==> src/rtl/interp_out_buffer.sv <==
// rtl/interp_out_buffer.sv - round/saturate stage, FWFT FIFO and issue-credit counter after the interpolator
module interp_out_buffer #(
    parameter int DWIDTH = 16,
    parameter int UWIDTH = 8,
    parameter int DEPTH  = 16,
    parameter int PFRAC  = 12
) (
    input  logic                       clk,
    input  logic                       rst,
    input  logic                       issue,
    output logic                       issue_ok,
    input  logic                       in_valid,
    input  logic [DWIDTH+2*PFRAC-1:0]  in_data,
    input  logic [UWIDTH-1:0]          in_user,
    output logic                       out_valid,
    input  logic                       out_ready,
    output logic [DWIDTH-1:0]          out_data,
    output logic [UWIDTH-1:0]          out_user,
    output logic [$clog2(DEPTH+1)-1:0] count,
    output logic                       overflow
);

    localparam int IW = DWIDTH + 2 * PFRAC;
    localparam int SW = IW + 1;
    localparam int AW = $clog2(DEPTH);
    localparam int CW = $clog2(DEPTH + 1);
    localparam int EW = DWIDTH + UWIDTH;
    localparam logic [IW:0]   HALF = SW'(1) << (2 * PFRAC - 1);
    localparam logic [CW-1:0] FULL = CW'(DEPTH);

    logic [IW:0]         sum;
    logic [DWIDTH-1:0]   rounded;
    logic                unused_round_bits;

    logic                rnd_valid;
    logic [DWIDTH-1:0]   rnd_data;
    logic [UWIDTH-1:0]   rnd_user;

    logic [EW-1:0]       mem [DEPTH];
    logic [AW-1:0]       wr_ptr;
    logic [AW-1:0]       rd_ptr;
    logic [CW-1:0]       count_q;
    logic [CW-1:0]       cred;

    logic                pop;
    logic                full;
    logic                wr_en;

    // Round half up; a carry out of the top means the value no longer fits.
    assign sum               = {1'b0, in_data} + HALF;
    assign rounded           = sum[IW] ? '1 : sum[2*PFRAC +: DWIDTH];
    assign unused_round_bits = ^sum[2*PFRAC-1:0];

    assign pop   = (count_q != '0) && out_ready;
    assign full  = (count_q == FULL);
    assign wr_en = rnd_valid && (!full || pop);

    assign out_valid = (count_q != '0);
    assign out_data  = mem[rd_ptr][EW-1:UWIDTH];
    assign out_user  = mem[rd_ptr][UWIDTH-1:0];
    assign count     = count_q;
    assign issue_ok  = (cred != '0);

    always_ff @(posedge clk or negedge rst) begin
        if (!rst) begin
            rnd_valid <= 1'b0;
            rnd_data  <= '0;
            rnd_user  <= '0;
        end else begin
            rnd_valid <= in_valid;
            rnd_data  <= rounded;
            rnd_user  <= in_user;
        end
    end

    always_ff @(posedge clk or negedge rst) begin
        if (!rst) begin
            for (int i = 0; i < DEPTH; i++) begin
                mem[i] <= '0;
            end
            wr_ptr  <= '0;
            rd_ptr  <= '0;
            count_q <= '0;
        end else begin
            if (wr_en) begin
                mem[wr_ptr] <= {rnd_data, rnd_user};
                wr_ptr      <= wr_ptr + AW'(1);
            end
            if (pop) begin
                rd_ptr <= rd_ptr + AW'(1);
            end
            case ({wr_en, pop})
                2'b10:   count_q <= count_q + CW'(1);
                2'b01:   count_q <= count_q - CW'(1);
                default: count_q <= count_q;
            endcase
        end
    end

    // Credits cover beats in flight through the interpolator and this block.
    always_ff @(posedge clk or negedge rst) begin
        if (!rst) begin
            cred     <= FULL;
            overflow <= 1'b0;
        end else begin
            if (issue && !pop) begin
                if (cred != '0) begin
                    cred <= cred - CW'(1);
                end
            end else if (pop && !issue) begin
                if (cred != FULL) begin
                    cred <= cred + CW'(1);
                end
            end
            if ((issue && cred == '0) || (rnd_valid && full && !pop)) begin
                overflow <= 1'b1;
            end
        end
    end

endmodule

==> config.mk <==
export PLATFORM = sky130hd
export DESIGN_NAME = interp_out_buffer
export DESIGN_NICKNAME = d
export VERILOG_FILES = /design/src/rtl/interp_out_buffer.sv
export SDC_FILE = /design/constraint.sdc
export NUM_CORES = 1
export LEC_CHECK = 0
export CAP_MARGIN = 20
export CORE_MARGIN = 5
export CORE_UTILIZATION = 55
export DETAILED_ROUTE_END_ITERATION = 8
export PLACE_DENSITY_LB_ADDON = 0.1
export SLEW_MARGIN = 20
export SYNTH_ARGS = -nofsm -noshare
export SYNTH_HDL_FRONTEND = slang
export SYNTH_SLANG_ARGS = --single-unit
==> constraint.sdc <==
create_clock -name clk -period 4.4 [get_ports clk]
set_input_delay 0.88 -clock clk [delete_from_list [all_inputs] [get_ports clk]]
set_output_delay 0.88 -clock clk [all_outputs]
set_load 0.02 [all_outputs]
=== Word-level counts from Yosys, hierarchy flattened ===
Cells that the tools add are included.

* Add/sub/neg operators: 7
* Order comparisons: 3
* Equality and inequality tests: 5
* Muxes and demuxes: 12
* Bitwise logic cells: 2
* Reductions and logical operators: 20

{| class="wikitable"
|+ Operators by type and width
! cell !! count
|-
| 384-bit bitwise mux || 1
|-
| 24-bit binary-select mux with 4-bit select || 1
|-
| 24-bit demux with 4-bit select || 1
|-
| 24-bit 2-to-1 mux || 3
|-
| 40-bit by 24-bit adder with 41-bit output, second input constant || 1
|-
| 5-bit 2-to-1 mux || 4
|-
| 16-bit 2-to-1 mux || 1
|-
| 5-bit by 1-bit adder with 5-bit output, second input constant || 2
|-
| 5-bit >= comparator, second input constant || 2
|-
| 4-bit inverter with 5-bit output || 2
|-
| 5-bit one-hot mux with 2 select lines || 1
|-
| 5-bit nonzero test || 2
|-
| 5-bit by 1-bit subtractor with 5-bit output, second input constant || 2
|-
| 4-bit by 1-bit adder with 4-bit output, second input constant || 2
|-
| 1-bit logical AND || 8
|-
| 2-bit nonzero test || 3
|-
| 5-bit == test, second input constant || 1
|-
| 5-bit zero test || 1
|-
| 5-bit by 1-bit less-than comparator with 1-bit output, second input constant || 1
|-
| 5-bit inequality test, second input constant || 1
|-
| 1-bit zero test || 3
|-
| 3-bit AND reduction || 1
|-
| 2-bit by 1-bit == test with 1-bit output, second input constant || 1
|-
| 2-bit == test, second input constant || 1
|-
| other kinds (2) || 3
|}

* Register bits: 428
* Bits of input ports: 53
* Output and inout port bits: 32
* Logic and storage cells: 73

=== Depth between registers and ports, before layout ===
* Depth after elaboration: 6
* Mapped depth: 13
* Gate-level depth less buffers: 11

=== Least setup slack after synthesis ===
OpenSTA, ideal clock, no wires.

* Kind: register -> register
* From: register count_q[2], in the netlist count[2]
* To: register count_q[4], in the netlist count[4]
* Library setup time: 0.135 ns
* Arrival: 2.798 ns
* Required time: 4.265 ns
* Path slack: 1.467 ns
* Cell stages (with the launch flop): 14
* Buffers on the path: 2
* Period minus slack after synthesis: 2.933 ns
* Path through: dfrtp_1 -> buf_4 -> nor4_4 -> nand2_1 -> nand2_1 -> inv_1 -> ha_1 -> clkbuf_1 -> xor2_1 -> ha_1 -> or2_2 -> a31oi_1 -> o31ai_1 -> xor2_1

* Longest elaborated chain between the ends: 6
* Elaborated cells between the ends (all ways): 12
* Those cells by class: 2 x add/sub; 3 x eq/ne; 1 x mux; 6 x reduce/logical

{| class="wikitable"
|+ RTL lines
! element !! RTL line !! RTL
|-
| start: declaration || 42 || <nowiki>logic [CW-1:0] count_q;</nowiki>
|-
| start signal: assignment || 93 || <nowiki>2'b10: count_q <= count_q + CW'(1);</nowiki>
|-
| start signal: assignment || 94 || <nowiki>2'b01: count_q <= count_q - CW'(1);</nowiki>
|-
| start signal: assignment || 95 || <nowiki>default: count_q <= count_q;</nowiki>
|-
| 5-bit nonzero test * || -- ||
|-
| via out_valid || 15 || <nowiki>output logic out_valid,</nowiki>
|-
| 1-bit logical AND * || 54 || <nowiki>assign pop = (count_q != '0) && out_ready;</nowiki>
|-
| via pop || 45 || <nowiki>logic pop;</nowiki>
|-
| 1-bit logical OR || 56 || <nowiki>assign wr_en = rnd_valid && (!full || pop);</nowiki>
|-
| 1-bit logical AND || 56 ||
|-
| 2-bit by 1-bit == test with 1-bit output or 2-bit == test (tied branches) || 92 || <nowiki>case ({wr_en, pop})</nowiki>
|-
| 5-bit one-hot mux with 2 select lines or 2-bit nonzero test (tied branches) || -- ||
|}

Mark *: on every way through the listed nets, which the timed path passes. The rest lies on a longest branch.
A chain may end at the register's enable or synchronous reset.

=== Worst setup path after layout ===
* From: register rd_ptr[0]
* To: output port out_data[8]

* Longest elaborated chain between the ends: 4

{| class="wikitable"
|+ RTL lines
! element !! RTL line !! RTL
|-
| start: declaration || 41 || <nowiki>logic [AW-1:0] rd_ptr;</nowiki>
|-
| start signal: assignment || 90 || <nowiki>rd_ptr <= rd_ptr + AW'(1);</nowiki>
|-
| 4-bit inverter with 5-bit output (implied by the code) || 59 || <nowiki>assign out_data = mem[rd_ptr][EW-1:UWIDTH];</nowiki>
|-
| 24-bit binary-select mux with 4-bit select || 59 ||
|-
| 24-bit 2-to-1 mux (2 in series) || -- ||
|-
| end: declaration || 17 || <nowiki>output logic [DWIDTH-1:0] out_data,</nowiki>
|}

Every way passes these cells. The select of a mux whose other input is x is not followed.

==> out/results.txt <==
The flow ran to the end, and the final reports show no timing, DRC or antenna violations. The placed cell count came out at 1725. The synthesized netlist devotes 2.53% of its cell area to compound gates.

Clock transition at the register clock pins on the worst setup and hold paths after CTS: 0.06 ns. In the global route stage, met3 resource usage came out at 3.11%. For the placer congestion estimate, the log shows 0.732.

The routed design has 44900 µm of wire. Row generation in the floorplan step produced 70 rows. Floorplan die width: 202 µm. Subtracting the final worst setup slack from the clock period gives 4.16 ns. Power spread over the standard cell area amounts to 790 nW/µm². The clock drives 428 sinks. Once detail routing completed, the nets flagged for antenna violations numbered 0.

Fill cells in the final layout number 2691. The global-route wire length before repair is 70500 µm. The multiplexer area fraction after synthesis is 35.6%. The fraction of final layout cells sized beyond drive strength 1 works out to 45.6%. The repair_antennas step left the layout with diodes totalling 0. Startpoint of the lowest-slack register-to-register path: count[2].

Following the worst setup path forward leads to its endpoint at out_data[8]. Averaged over all synthesized cells, the footprint is 16.1 µm². Cells fill 62.5% of the core in the end. The transition time at the pin with the least slew margin was 0.977 ns. For this design the top-level I/O count stands at 85.

Setup total negative slack on the finished layout was measured at 0 ns. The cell chosen for the clock root was clkbuf_16. For the maximum achievable frequency, the log shows 0.240 GHz. The logs give 0 for the hold-fix buffer count after cts and 113 for the pin count of the biggest net entering global routing.

The maximum level of the CTS H-tree was 2; the async set-or-reset flop fraction in the synthesized netlist was 100%. At the later pin of the worst-skew pair, clock insertion delay measures 0.55 ns. For the number of antenna violations at the first check in global routing, the log shows 0.

VDD sags by at most 0.000505 V. The number of storage elements in the synthesis netlist was 428. The core region area was 36400 µm².

The power share of the sequential group came out at 38.6%. The post-cts sizing count is 0, and the number of cells traversed by the worst register-to-register path is 5. Once layout is complete, the cells apart from fillers number 1807.

The overall fraction of global-route tracks in use is 22.2%, and the fraction of synthesized cell area in xor and xnor cells is 1.08%. For this run, the register share of the synthesized area comes to 52.9%. Of the total synthesized cell area, the portion taken by AND, OR, NAND and NOR gates is 3.92%.

In the routed layout, each cell is associated on average with a via count of 6.00. Of all nets on the critical path, the largest fanout is 29. The net load switching power was 5.56 mW; the number of distinct standard cells referenced by the synthesized netlist was 50. The longest clock path from root to sink contains 3 buffers.

TritonCTS built the clock tree. For the worst setup path, the data arrival time is 3.28 ns. Relative to the synthesized area, the layout overhead comes to 12.5%.

After global routing the overflow that remains totals 0. Summing the areas of all fa, ha and maj instances in the mapped netlist gives 0.964% of the synthesized area. The final instance area came out at 22800 µm². STA classifies the critical path endpoint as an output port. The die covers 40700 µm².

The most used routing layer was met2. Number of pins exceeding their max-slew limit in the final report: 0. The data required time of the worst path is 3.52 ns, and the detailed-route DRC error count is 0. For this configuration, the core starts out at a cell density of 55.6%. Number of input and output port buffers inserted: 61. Ratio of final minimum period to clock period: 94.5%. The run gives 11639 as the via count of the first global-routing pass. The startpoint type of the worst setup path is a register. The path type of the worst min-delay path was in -> async. After technology mapping, the gate count stands at 1258. For the final-stage net count, the log shows 1372. The logs give 45 for the number of buffers created by CTS and 32.2% for the met1 layer usage reported by global route. The routed layout has 10849 vias. The clock network fraction of design power is 21.5%.

Setup repair after global routing left no endpoint under its margin. The die is 202 µm tall. The combinational family with the most area after synthesis is multiplexers.

In this run the cell area of the synthesized design comes to 20200 µm². In this run the register-to-register setup slack is 1.45 ns. The number of enable flip-flop cells after synthesis is 0.

The critical path is of the reg -> out type. For the max-slew headroom at the worst pin, the log shows 34.7%. The detailed router finished its first iteration with 592 violations.

The share of total power consumed by net switching was 30.9%; the wire length per cell was 24.8 µm. The run gives 4 as the detailed-router iteration count before antenna repair. The run gives 0 as the number of post-CTS setup repair buffers.

The final setup skew is 0.00961 ns, and the final HPWL from detailed placement is 25900 µm. The fraction of met2 tracks used by global routing is 36.4%. Among all flip-flop cells after synthesis, the most frequent one is dfrtp_1.

The logs give 0 for the final-report hold violation count and 39.9% for the fraction of power consumed by combinational cells. Setup violations remaining at the end of the flow were counted as 0. The tools report the number of max-capacitance violations reported as 0. In this run the cell area measured after placement is 21300 µm². The internal portion of the total power is 12.4 mW. The critical register-to-register path endpoint was mem[71]. The design draws 18.0 mW. The critical path starts at rd_ptr[0]. During synthesis, Yosys emitted a total of 0 warnings.

In this run the static leakage power is 9.91 nW. Counting every net in the synthesized netlist gives 1326.
[stage by stage]
stage	hold slack [ns]	setup WS, ns
3_5_place_dp	0.471	0.613
2_1_floorplan	0.453	1.47
4_1_cts	0.432	0.170
6_report	0.392	0.242
3_3_place_gp	0.463	0.654
5_1_grt	0.451	0.0551
[worst min path at each step]
stage | from | end
after floorplan | mem[214] | mem[214]
after detailed placement | mem[214] | mem[214]
final | rst | mem[172]
after global placement | mem[272] | mem[272]
after CTS | rst | mem[172]
after global routing | rst | mem[172]
[synth_stat cells, types with 2 or more instances]
master / instances / area, µm²
dfrtp_1: 427 / 10700
mux2_2: 208 / 2340
mux2_4: 177 / 2660
mux4_2: 96 / 2160
nand2_1: 53 / 199
clkbuf_1: 50 / 188
a22oi_1: 48 / 360
buf_2: 26 / 130
buf_6: 19 / 214
xnor2_1: 16 / 140
ha_1: 14 / 175
inv_1: 11 / 41.3
nand3_1: 11 / 55.1
xor2_1: 9 / 78.8
nor2_1: 8 / 30.0
nor3_4: 8 / 130
o21ai_0: 7 / 35.0
nand4_1: 6 / 37.5
nand2_2: 5 / 31.3
nor2b_1: 5 / 31.3
nor4_1: 5 / 31.3
a21oi_1: 4 / 20.0
and3_1: 4 / 25.0
nor4b_4: 4 / 95.1
a21o_1: 3 / 22.5
mux2_1: 3 / 33.8
nand2b_1: 3 / 18.8
nor3_1: 3 / 15.0
a31oi_1: 2 / 12.5
and2_1: 2 / 12.5
buf_4: 2 / 15.0
[power by group through the flow]
stage | sequential, mW | combinational (mW) | clock (mW)
finish | 6.95 | 7.17 | 3.87
global route | 7.19 | 7.68 | 4.13
CTS | 6.94 | 7.26 | 3.96
detailed placement | 6.96 | 7.23 | 0
global placement | 6.91 | 7.09 | 0
floorplan | 6.46 | 5.58 | 0
[layout make-up]
type,count,area [µm²],share of cell area (%)
Clock buffer,74,1370,6.00
Clock inverter,8,144,0.632
Inverter,11,41.3,0.181
Multi-Input combinational cell,721,8940,39.3
Sequential cell,428,10700,47.1
Tap cell,468,586,2.57
Timing Repair Buffer,97,973,4.27
[critical path, stage by stage (launching register included)]
cell             delay [ns]
dfrtp_4                0.84
buf_12                 0.34
mux4_2                 0.53
a22oi_1                0.26
nand2_1                0.15
clkdlybuf4s50_1        0.58
[layer usage]
| layer | routed length (µm) | vias to the layer above |
|---|---|---|
| met1 | 20700 | 5859 |
| met4 | 784 | 0 |
| met3 | 1460 | 54 |
| met5 | 0 | - |
| li1 | - | 4768 |
| met2 | 21900 | 168 |
[sequential cells by signal, indices dropped and copies added (netlist names)]
name       flops
count          5
overflow       1
rnd_valid      1
mem          384
cred           5
rnd_user       8
wr_ptr         4
rd_ptr         4
rnd_data      16
[logic make-up after synthesis]
group                      count (synthesis)
AOI/OAI and AO/OA                         71
xor gates and xnor gates                  25
adders and majority gates                 15
buffers and inverters                    109
DFF                                      428
muxes                                    485
and+or+nand+nor                          125
[cell usage in the layout (no fill, tap or decap), types with 4 or more instances in the layout]
cell type and instances:
dfrtp_1 425, mux2_2 208, mux2_4 177, mux4_2 96
clkdlybuf4s50_1 60, nand2_1 53, a22oi_1 48, clkbuf_16 47
buf_4 29, clkbuf_1 18, xnor2_1 16, ha_1 14
inv_1 11, nand3_1 11, xor2_1 9, clkbuf_8 9
nor3_4 8, nor2_1 7, o21ai_0 7, buf_12 7
nand4_1 6, nor4_1 5, nand2_2 5, and3_1 4
a21oi_1 4, nor4b_4 4, bufinv_16 4
Note: power is estimated with default switching activity, not from simulation.
